[src/rtl/iter_mdu_pkg.sv]
// Shared MDU opcodes, default multiply latency, FSM state type and opcode
// classification helpers used by the decoder, hazard unit and iter_mdu.
package iter_mdu_pkg;

    localparam int MDUOP_SIZE          = 4;
    localparam int MDU_DEFAULT_LATENCY = 5;

    localparam logic [MDUOP_SIZE-1:0] MDUOP_NOOP  = 4'd0;
    localparam logic [MDUOP_SIZE-1:0] MDUOP_MULT  = 4'd1;
    localparam logic [MDUOP_SIZE-1:0] MDUOP_MULTU = 4'd2;
    localparam logic [MDUOP_SIZE-1:0] MDUOP_DIV   = 4'd3;
    localparam logic [MDUOP_SIZE-1:0] MDUOP_DIVU  = 4'd4;
    localparam logic [MDUOP_SIZE-1:0] MDUOP_MTHI  = 4'd5;
    localparam logic [MDUOP_SIZE-1:0] MDUOP_MTLO  = 4'd6;
    localparam logic [MDUOP_SIZE-1:0] MDUOP_MADD  = 4'd7;
    localparam logic [MDUOP_SIZE-1:0] MDUOP_MADDU = 4'd8;
    localparam logic [MDUOP_SIZE-1:0] MDUOP_MSUB  = 4'd9;
    localparam logic [MDUOP_SIZE-1:0] MDUOP_MSUBU = 4'd10;

    typedef enum logic [1:0] {
        ST_IDLE = 2'd0,
        ST_MUL  = 2'd1,
        ST_DIV  = 2'd2
    } mdu_state_e;

    function automatic logic is_mul_op(input logic [MDUOP_SIZE-1:0] op);
        return op inside {MDUOP_MULT, MDUOP_MULTU, MDUOP_MADD, MDUOP_MADDU,
                          MDUOP_MSUB, MDUOP_MSUBU};
    endfunction

    function automatic logic is_div_op(input logic [MDUOP_SIZE-1:0] op);
        return op inside {MDUOP_DIV, MDUOP_DIVU};
    endfunction

    function automatic logic is_signed_op(input logic [MDUOP_SIZE-1:0] op);
        return op inside {MDUOP_MULT, MDUOP_DIV, MDUOP_MADD, MDUOP_MSUB};
    endfunction

endpackage

[src/rtl/iter_mdu_if.sv]
// Issue/result bundle between the EX stage and the multiply/divide unit.
interface iter_mdu_if
    import iter_mdu_pkg::*;
#(
    parameter int WIDTH = 32
) ();
    logic [MDUOP_SIZE-1:0] op;
    logic [WIDTH-1:0]      operand1;
    logic [WIDTH-1:0]      operand2;
    logic                  cancel;
    logic [WIDTH-1:0]      HI;
    logic [WIDTH-1:0]      LO;
    logic                  start;
    logic                  busy;

    modport master (output op, operand1, operand2, cancel,
                    input  HI, LO, start, busy);
    modport slave  (input  op, operand1, operand2, cancel,
                    output HI, LO, start, busy);
endinterface

[src/rtl/iter_mdu_div_iter.sv]
// Restoring divider: one quotient bit per cycle, MSB first, on operand magnitudes,
// with sign fix-up applied to the result of the step in progress.
module mdu_div_iter #(
    parameter int WIDTH = 32
) (
    input  logic             clk,
    input  logic             reset,
    input  logic             start,
    input  logic             abort,
    input  logic             is_signed,
    input  logic [WIDTH-1:0] dividend,
    input  logic [WIDTH-1:0] divisor,
    output logic             done,
    output logic [WIDTH-1:0] quotient,
    output logic [WIDTH-1:0] remainder
);
    localparam int CNT_W = $clog2(WIDTH + 1);

    logic             active_q, active_d;
    logic [CNT_W-1:0] cnt_q, cnt_d;
    logic [WIDTH-1:0] quo_q, quo_d, rem_q, rem_d, dvs_q, dvs_d;
    logic             qneg_q, qneg_d, rneg_q, rneg_d;
    logic [WIDTH:0]   shifted, trial;
    logic [WIDTH-1:0] quo_step, rem_step;
    logic             dnd_neg, dvs_neg;

    function automatic logic [WIDTH-1:0] cond_neg(input logic [WIDTH-1:0] x,
                                                  input logic neg);
        return neg ? (~x + WIDTH'(1)) : x;
    endfunction

    always_comb begin
        dnd_neg  = is_signed & dividend[WIDTH-1];
        dvs_neg  = is_signed & divisor[WIDTH-1];
        // A failed trial subtraction restores the shifted partial remainder.
        shifted  = {rem_q, quo_q[WIDTH-1]};
        trial    = shifted - {1'b0, dvs_q};
        quo_step = {quo_q[WIDTH-2:0], ~trial[WIDTH]};
        rem_step = trial[WIDTH] ? shifted[WIDTH-1:0] : trial[WIDTH-1:0];

        active_d = active_q;
        cnt_d    = cnt_q;
        quo_d    = quo_q;
        rem_d    = rem_q;
        dvs_d    = dvs_q;
        qneg_d   = qneg_q;
        rneg_d   = rneg_q;
        if (abort) begin
            active_d = 1'b0;
            cnt_d    = '0;
        end else if (start) begin
            active_d = 1'b1;
            cnt_d    = CNT_W'(WIDTH);
            quo_d    = cond_neg(dividend, dnd_neg);
            rem_d    = '0;
            dvs_d    = cond_neg(divisor, dvs_neg);
            qneg_d   = dnd_neg ^ dvs_neg;
            rneg_d   = dnd_neg;
        end else if (active_q) begin
            quo_d = quo_step;
            rem_d = rem_step;
            cnt_d = cnt_q - CNT_W'(1);
            if (cnt_q == CNT_W'(1)) active_d = 1'b0;
        end
    end

    always_ff @(posedge clk or posedge reset) begin
        if (reset) begin
            active_q <= 1'b0;
            cnt_q    <= '0;
            quo_q    <= '0;
            rem_q    <= '0;
            dvs_q    <= '0;
            qneg_q   <= 1'b0;
            rneg_q   <= 1'b0;
        end else begin
            active_q <= active_d;
            cnt_q    <= cnt_d;
            quo_q    <= quo_d;
            rem_q    <= rem_d;
            dvs_q    <= dvs_d;
            qneg_q   <= qneg_d;
            rneg_q   <= rneg_d;
        end
    end

    assign done      = active_q && (cnt_q == CNT_W'(1));
    assign quotient  = cond_neg(quo_step, qneg_q);
    assign remainder = cond_neg(rem_step, rneg_q);

endmodule

[src/rtl/iter_mdu.sv]
// Multiply/divide unit with HI/LO: fixed-latency multiply (with accumulate and
// subtract modes), iterative restoring divide, MTHI/MTLO and flush cancel.
module iter_mdu
    import iter_mdu_pkg::*;
#(
    parameter int WIDTH       = 32,
    parameter int MUL_LATENCY = MDU_DEFAULT_LATENCY
) (
    input logic       clk,
    input logic       reset,
    iter_mdu_if.slave bus
);
    localparam int CNT_MAX = (WIDTH > MUL_LATENCY) ? WIDTH : MUL_LATENCY;
    localparam int CNT_W   = $clog2(CNT_MAX + 1);

    mdu_state_e            state_q, state_d;
    logic [CNT_W-1:0]      cnt_q, cnt_d;
    logic [MDUOP_SIZE-1:0] op_q, op_d;
    logic [WIDTH-1:0]      a_q, a_d, b_q, b_d, hi_q, hi_d, lo_q, lo_d;
    logic                  div_start, div_done;
    logic [WIDTH-1:0]      div_quo, div_rem;

    function automatic logic [2*WIDTH-1:0] mul_result(
        input logic [MDUOP_SIZE-1:0] op,
        input logic [WIDTH-1:0] a, b, hi, lo);
        logic                      sgn;
        logic signed [2*WIDTH-1:0] ea, eb, prod, acc;
        sgn  = is_signed_op(op);
        ea   = {{WIDTH{sgn & a[WIDTH-1]}}, a};
        eb   = {{WIDTH{sgn & b[WIDTH-1]}}, b};
        prod = ea * eb;
        acc  = {hi, lo};
        case (op)
            MDUOP_MADD, MDUOP_MADDU: return acc + prod;
            MDUOP_MSUB, MDUOP_MSUBU: return acc - prod;
            default:                 return prod;
        endcase
    endfunction

    always_comb begin
        state_d   = state_q;
        cnt_d     = cnt_q;
        op_d      = op_q;
        a_d       = a_q;
        b_d       = b_q;
        hi_d      = hi_q;
        lo_d      = lo_q;
        div_start = 1'b0;
        // Flush beats everything: the presented op dies and any operation aborts.
        if (bus.cancel) begin
            state_d = ST_IDLE;
            cnt_d   = '0;
        end else begin
            case (state_q)
                ST_IDLE: begin
                    if (is_mul_op(bus.op) || is_div_op(bus.op)) begin
                        op_d = bus.op;
                        a_d  = bus.operand1;
                        b_d  = bus.operand2;
                    end
                    if (is_mul_op(bus.op)) begin
                        state_d = ST_MUL;
                        cnt_d   = CNT_W'(MUL_LATENCY);
                    end else if (is_div_op(bus.op)) begin
                        state_d   = ST_DIV;
                        cnt_d     = CNT_W'(WIDTH);
                        div_start = 1'b1;
                    end else if (bus.op == MDUOP_MTHI) begin
                        hi_d = bus.operand1;
                    end else if (bus.op == MDUOP_MTLO) begin
                        lo_d = bus.operand1;
                    end
                end
                ST_MUL: begin
                    cnt_d = cnt_q - CNT_W'(1);
                    if (cnt_q == CNT_W'(1)) begin
                        {hi_d, lo_d} = mul_result(op_q, a_q, b_q, hi_q, lo_q);
                        state_d      = ST_IDLE;
                    end
                end
                ST_DIV: begin
                    cnt_d = cnt_q - CNT_W'(1);
                    // A zero divisor burns the full latency but leaves HI/LO alone.
                    if (div_done && (b_q != '0)) begin
                        hi_d = div_rem;
                        lo_d = div_quo;
                    end
                    if (cnt_q == CNT_W'(1)) state_d = ST_IDLE;
                end
                default: state_d = ST_IDLE;
            endcase
        end
    end

    always_ff @(posedge clk or posedge reset) begin
        if (reset) begin
            state_q <= ST_IDLE;
            cnt_q   <= '0;
            op_q    <= MDUOP_NOOP;
            a_q     <= '0;
            b_q     <= '0;
            hi_q    <= '0;
            lo_q    <= '0;
        end else begin
            state_q <= state_d;
            cnt_q   <= cnt_d;
            op_q    <= op_d;
            a_q     <= a_d;
            b_q     <= b_d;
            hi_q    <= hi_d;
            lo_q    <= lo_d;
        end
    end

    mdu_div_iter #(.WIDTH(WIDTH)) u_div (
        .clk       (clk),
        .reset     (reset),
        .start     (div_start),
        .abort     (bus.cancel),
        .is_signed (bus.op == MDUOP_DIV),
        .dividend  (bus.operand1),
        .divisor   (bus.operand2),
        .done      (div_done),
        .quotient  (div_quo),
        .remainder (div_rem)
    );

    assign bus.start = is_mul_op(bus.op) || is_div_op(bus.op);
    assign bus.busy  = (state_q != ST_IDLE);
    assign bus.HI    = hi_q;
    assign bus.LO    = lo_q;

endmodule

[src/flat_wrapper.sv]
// flat-port wrapper written by rule: the top's interface ports become plain ports
module iter_mdu_flat import iter_mdu_pkg::*;
#(
    parameter int WIDTH       = 32,
    parameter int MUL_LATENCY = MDU_DEFAULT_LATENCY
)
  (clk, reset, bus_op, bus_operand1, bus_operand2, bus_cancel, bus_HI, bus_LO, bus_start, bus_busy);
  iter_mdu_if #(.WIDTH(WIDTH)) bus_i ();
  input logic clk;
  input logic reset;
  input wire logic [$bits(bus_i.op)-1:0] bus_op;
  input wire logic [$bits(bus_i.operand1)-1:0] bus_operand1;
  input wire logic [$bits(bus_i.operand2)-1:0] bus_operand2;
  input wire logic [$bits(bus_i.cancel)-1:0] bus_cancel;
  output wire logic [$bits(bus_i.HI)-1:0] bus_HI;
  output wire logic [$bits(bus_i.LO)-1:0] bus_LO;
  output wire logic [$bits(bus_i.start)-1:0] bus_start;
  output wire logic [$bits(bus_i.busy)-1:0] bus_busy;
  assign bus_i.op = bus_op;
  assign bus_i.operand1 = bus_operand1;
  assign bus_i.operand2 = bus_operand2;
  assign bus_i.cancel = bus_cancel;
  assign bus_HI = bus_i.HI;
  assign bus_LO = bus_i.LO;
  assign bus_start = bus_i.start;
  assign bus_busy = bus_i.busy;
  iter_mdu #(.WIDTH(WIDTH), .MUL_LATENCY(MUL_LATENCY)) u_core (.clk(clk), .reset(reset), .bus(bus_i));
endmodule
[config.mk]
export PLATFORM = sky130hd
export DESIGN_NAME = iter_mdu_flat
export DESIGN_NICKNAME = d
export VERILOG_FILES = /design/src/rtl/iter_mdu_pkg.sv /design/src/rtl/iter_mdu_if.sv /design/src/rtl/iter_mdu_div_iter.sv /design/src/rtl/iter_mdu.sv /design/src/flat_wrapper.sv
export SDC_FILE = /design/constraint.sdc
export NUM_CORES = 2
export LEC_CHECK = 0
export ABC_AREA = 1
export CAP_MARGIN = 40
export CORE_ASPECT_RATIO = 0.7
export CORE_UTILIZATION = 41
export CTS_BUF_LIST = sky130_fd_sc_hd__clkbuf_16
export CTS_CLUSTER_DIAMETER = 120
export DETAILED_ROUTE_END_ITERATION = 6
export PLACE_DENSITY = 0.64
export SLEW_MARGIN = 20
export SYNTH_ARGS = -nofsm -noshare
export SYNTH_HDL_FRONTEND = slang
export SYNTH_HIERARCHICAL = 1
export SYNTH_SLANG_ARGS = --single-unit
[constraint.sdc]
create_clock -name clk -period 19.75 [get_ports clk]
set_input_delay 2.9625 -clock clk [delete_from_list [all_inputs] [get_ports clk]]
set_output_delay 2.9625 -clock clk [all_outputs]
set_load 0.05 [all_outputs]
==> results.yml <==
route:
  vias_per_cell: 5.36
  drt_iter0_markers: 6894
  wl_per_cell_um: 23.5
  wl_met3_mm: 32.3
  wl_met2_mm: 102
  postRouteAntennaNets: 0
  drc_errors: 0
  drt-total-wl_mm: 257
  firstDrtPassIters: 7
  vias: 58500
  highest_layer: "met5"
  met1Wirelength_mm: 116
timing:
  fin_skew_ps: 39.2
  min_period_ps: 13150
  final-hold-violation-count: 0
  setup_viol: 0
  drv_slew: 0
  slew_headroom: 0.273
  fin_crit_sh: 0.666
  rsz0062_at_grt: "no"
  fmaxAchievable_ghz: 0.0761
  whs_ps: 485
  tns_ps: 0
  worstMarginPinSlew_ps: 1090
hold_path:
  min_path_type: "register to register"
  holdPathEnd: "u_core/u_div/dvs_q[14]"
  whs_path_depth: 2
  min-delay-start: "u_core/u_div/dvs_q[14]"
floorplan:
  io_pins: 137
  die_area_um2: 158000
  start_util: 0.415
  die_h_um: 332
  die_w_um: 474
  coreArea_um2: 154000
  rows: 120
clock_network:
  cts_resized: 0
  cts-root-buf: "clkbuf_16"
  h-tree-depth: 1
  cts_max_path_buffers: 3
  post_cts_buffers: 0
  postCtsHoldBufs: 0
  clock_latency_ps: 670
  cts_inserted_buffers: 29
  cts.sinks: 245
  tritoncts: "done"
  clkTransAtPathRegs_ps: 70
yosys:
  postSynthNetCount: 10400
  syn_area_um2: 63900
  syn_inst: 8872
  synth_async_sr_flop_share: 1.00
  yosysSeqAreaShare: 0.0959
  synth_top_flop_cell: "dfrtp_1"
  synth-edff-count: 0
  yosysUniqueCellTypes: 69
  ys_ff_latch: 245
  avgSynthCellArea_um2: 7.21
  yosys_warnings: 6
placement:
  placed_area_um2: 67500
  post-dp-hpwl_mm: 213
  portBuffers: 136
  place.gp.congestion: 1.07
setup_path:
  path_delay_family: "adder cells"
  cp_data_arrival_time_ps: 13740
  max_stage_delay_ps: 730
  cp.required_ps: 20340
  timing.rr.start: "u_core/op_q[0]"
  endpoint_kind: "register"
  path_class: "register to register"
  path_common_cell: "nand2_1"
  start_kind: "register"
  worstPathMaxFanout: 17
  cp_slowest_cell: "fa_1"
  rrSetupSlack_ps: 6600
  r2r_end: "u_core/bus.HI[31]"
  cp_num_buf_inv: 9
  reg2reg_depth: 49
global_route:
  antenna_found_initial: 22
  grtUsageTotal: 0.329
  grt_pass1_vias: 58000
  grt_max_degree: 65
  grt_overflow: 0
  grt_pass1_wl_mm: 383
cells_and_area:
  fill_cells: 15700
  multiInputGateArea_um2: 48100
  layout.nets: 10300
  synthToLayoutAreaGrowth_pct: 7.35
  drive_gt1_frac: 0.0463
  finalCoreUtilization: 0.446
  seqCellArea_um2: 6130
  final_area_um2: 68600
run_status:
  run_status: "complete, no violations"
job:
  drv_cap: 0
[logic make-up after synthesis]
kind of cell	share of synthesized area
and+or+nand+nor	0.224
buffers and inverters	0.153
adders and majority gates	0.416
AOI/OAI and AO/OA	0.0785
DFF	0.0959
xor gates and xnor gates	0.0265
muxes	0.00667
[synth_stat cells (7+ instances only)]
cell | instances | area share
xnor2_1 | 42 | 0.0058
o221ai_1 | 20 | 0.0027
nand3_2 | 8 | 0.0013
nand2_4 | 8 | 0.0014
a32o_1 | 14 | 0.0022
a31oi_1 | 43 | 0.0042
a21o_1 | 11 | 0.0013
inv_1 | 2182 | 0.13
nand3b_1 | 27 | 0.0032
o21ai_1 | 22 | 0.0017
dfrtp_1 | 245 | 0.096
nor2_4 | 7 | 0.0012
o22ai_1 | 37 | 0.0036
o21ai_2 | 7 | 0.00096
a22oi_1 | 14 | 0.0016
nor2_1 | 501 | 0.029
ha_1 | 320 | 0.063
nand3_1 | 241 | 0.019
or2_2 | 30 | 0.0029
nand4_1 | 57 | 0.0056
nor3_1 | 60 | 0.0047
inv_2 | 29 | 0.0017
xor2_1 | 144 | 0.020
mux2_2 | 37 | 0.0065
o21bai_1 | 19 | 0.0022
a21oi_1 | 279 | 0.022
clkbuf_1 | 350 | 0.021
nand2_1 | 2441 | 0.14
o21ai_0 | 328 | 0.026
nand2_2 | 39 | 0.0038
nor2_2 | 26 | 0.0025
a21boi_0 | 27 | 0.0032
o21a_1 | 7 | 0.00082
nor4_1 | 24 | 0.0023
o211ai_1 | 15 | 0.0018
fa_1 | 1127 | 0.35
[sequential cells by signal (all words and copies together) (netlist names), 6 cells and up]
register            flops
u_core/b_q             32
u_core/a_q             32
u_core/u_div/cnt_q      6
u_core/bus.LO          32
u_core/u_div/quo_q     32
u_core/cnt_q            6
u_core/bus.HI          32
u_core/u_div/dvs_q     32
u_core/u_div/rem_q     32
[worst reg2reg max path: cells and delay by family, from the launching register on]
| kind | cells | cell delay [ps] |
|---|---|---|
| AND/OR/NAND/NOR | 24 | 4200 |
| XOR/XNOR | 2 | 710 |
| flip-flops | 1 | 460 |
| AO/OA/AOI/OAI | 4 | 510 |
| buffers and inverters | 9 | 1980 |
| adder cells (fa/ha/maj) | 10 | 5260 |
[layer usage]
layer / global-route usage / up-vias
met5: 0.00975 / -
met4: 0.0642 / 26
met3: 0.104 / 333
met2: 0.459 / 3080
met1: 0.492 / 29000
li1: - / 26100
[final cells by class]
cell class	instances	area share
sequential	245	0.0893
clock buffer	29	0.0106
clock inverter	25	0.00335
tap	2074	0.0378
inverter	2217	0.121
multi-input combinational	6041	0.701
antenna	2	0.0000729
timing repair buffer	274	0.0368
[placed cells by master, fill, tap and decap left out, types with 11 or more instances in the layout]
master,instances
nand2_1,2440
ha_1,318
inv_2,28
nand3_1,241
o21ai_1,22
nand2_2,39
inv_1,2182
o21bai_1,19
o22ai_1,36
xor2_1,144
a21oi_1,279
o221ai_1,20
dfrtp_1,245
nand4_1,57
a22oi_1,14
fa_1,1127
nor2_2,26
a32o_1,14
a21o_1,11
clkdlybuf4s50_1,136
or2_2,30
a31oi_1,43
xnor2_1,42
nor3_1,60
nand3b_1,27
mux2_2,37
nor2_1,498
buf_4,121
a21boi_0,27
nor4_1,23
clkbuf_16,29
o211ai_1,15
o21ai_0,328
[how the worst max path moves through the flow]
stage / startpoint / slack, ps / end / depth (start not counted)
2_1_floorplan: u_core/op_q[1] / 9720 / u_core/bus.HI[31] / 53
3_3_place_gp: u_core/op_q[0] / 6670 / u_core/bus.HI[21] / 50
3_5_place_dp: u_core/op_q[0] / 6970 / u_core/bus.HI[31] / 49
4_1_cts: u_core/op_q[0] / 6920 / u_core/bus.HI[31] / 49
5_1_grt: u_core/op_q[0] / 5910 / u_core/bus.HI[31] / 49
6_report: u_core/op_q[0] / 6600 / u_core/bus.HI[31] / 49
[through the flow]
step           std cells  setup WS [ps]
2_1_floorplan       8872           9720
5_1_grt            10900           5910
3_5_place_dp       10800           6970
4_1_cts            10900           6920
6_report           10900           6600
3_3_place_gp       10800           6670
Power is left out: the tool's default activity adds up to more than one toggle a clock period on the data nets, which glitch-free logic cannot reach.
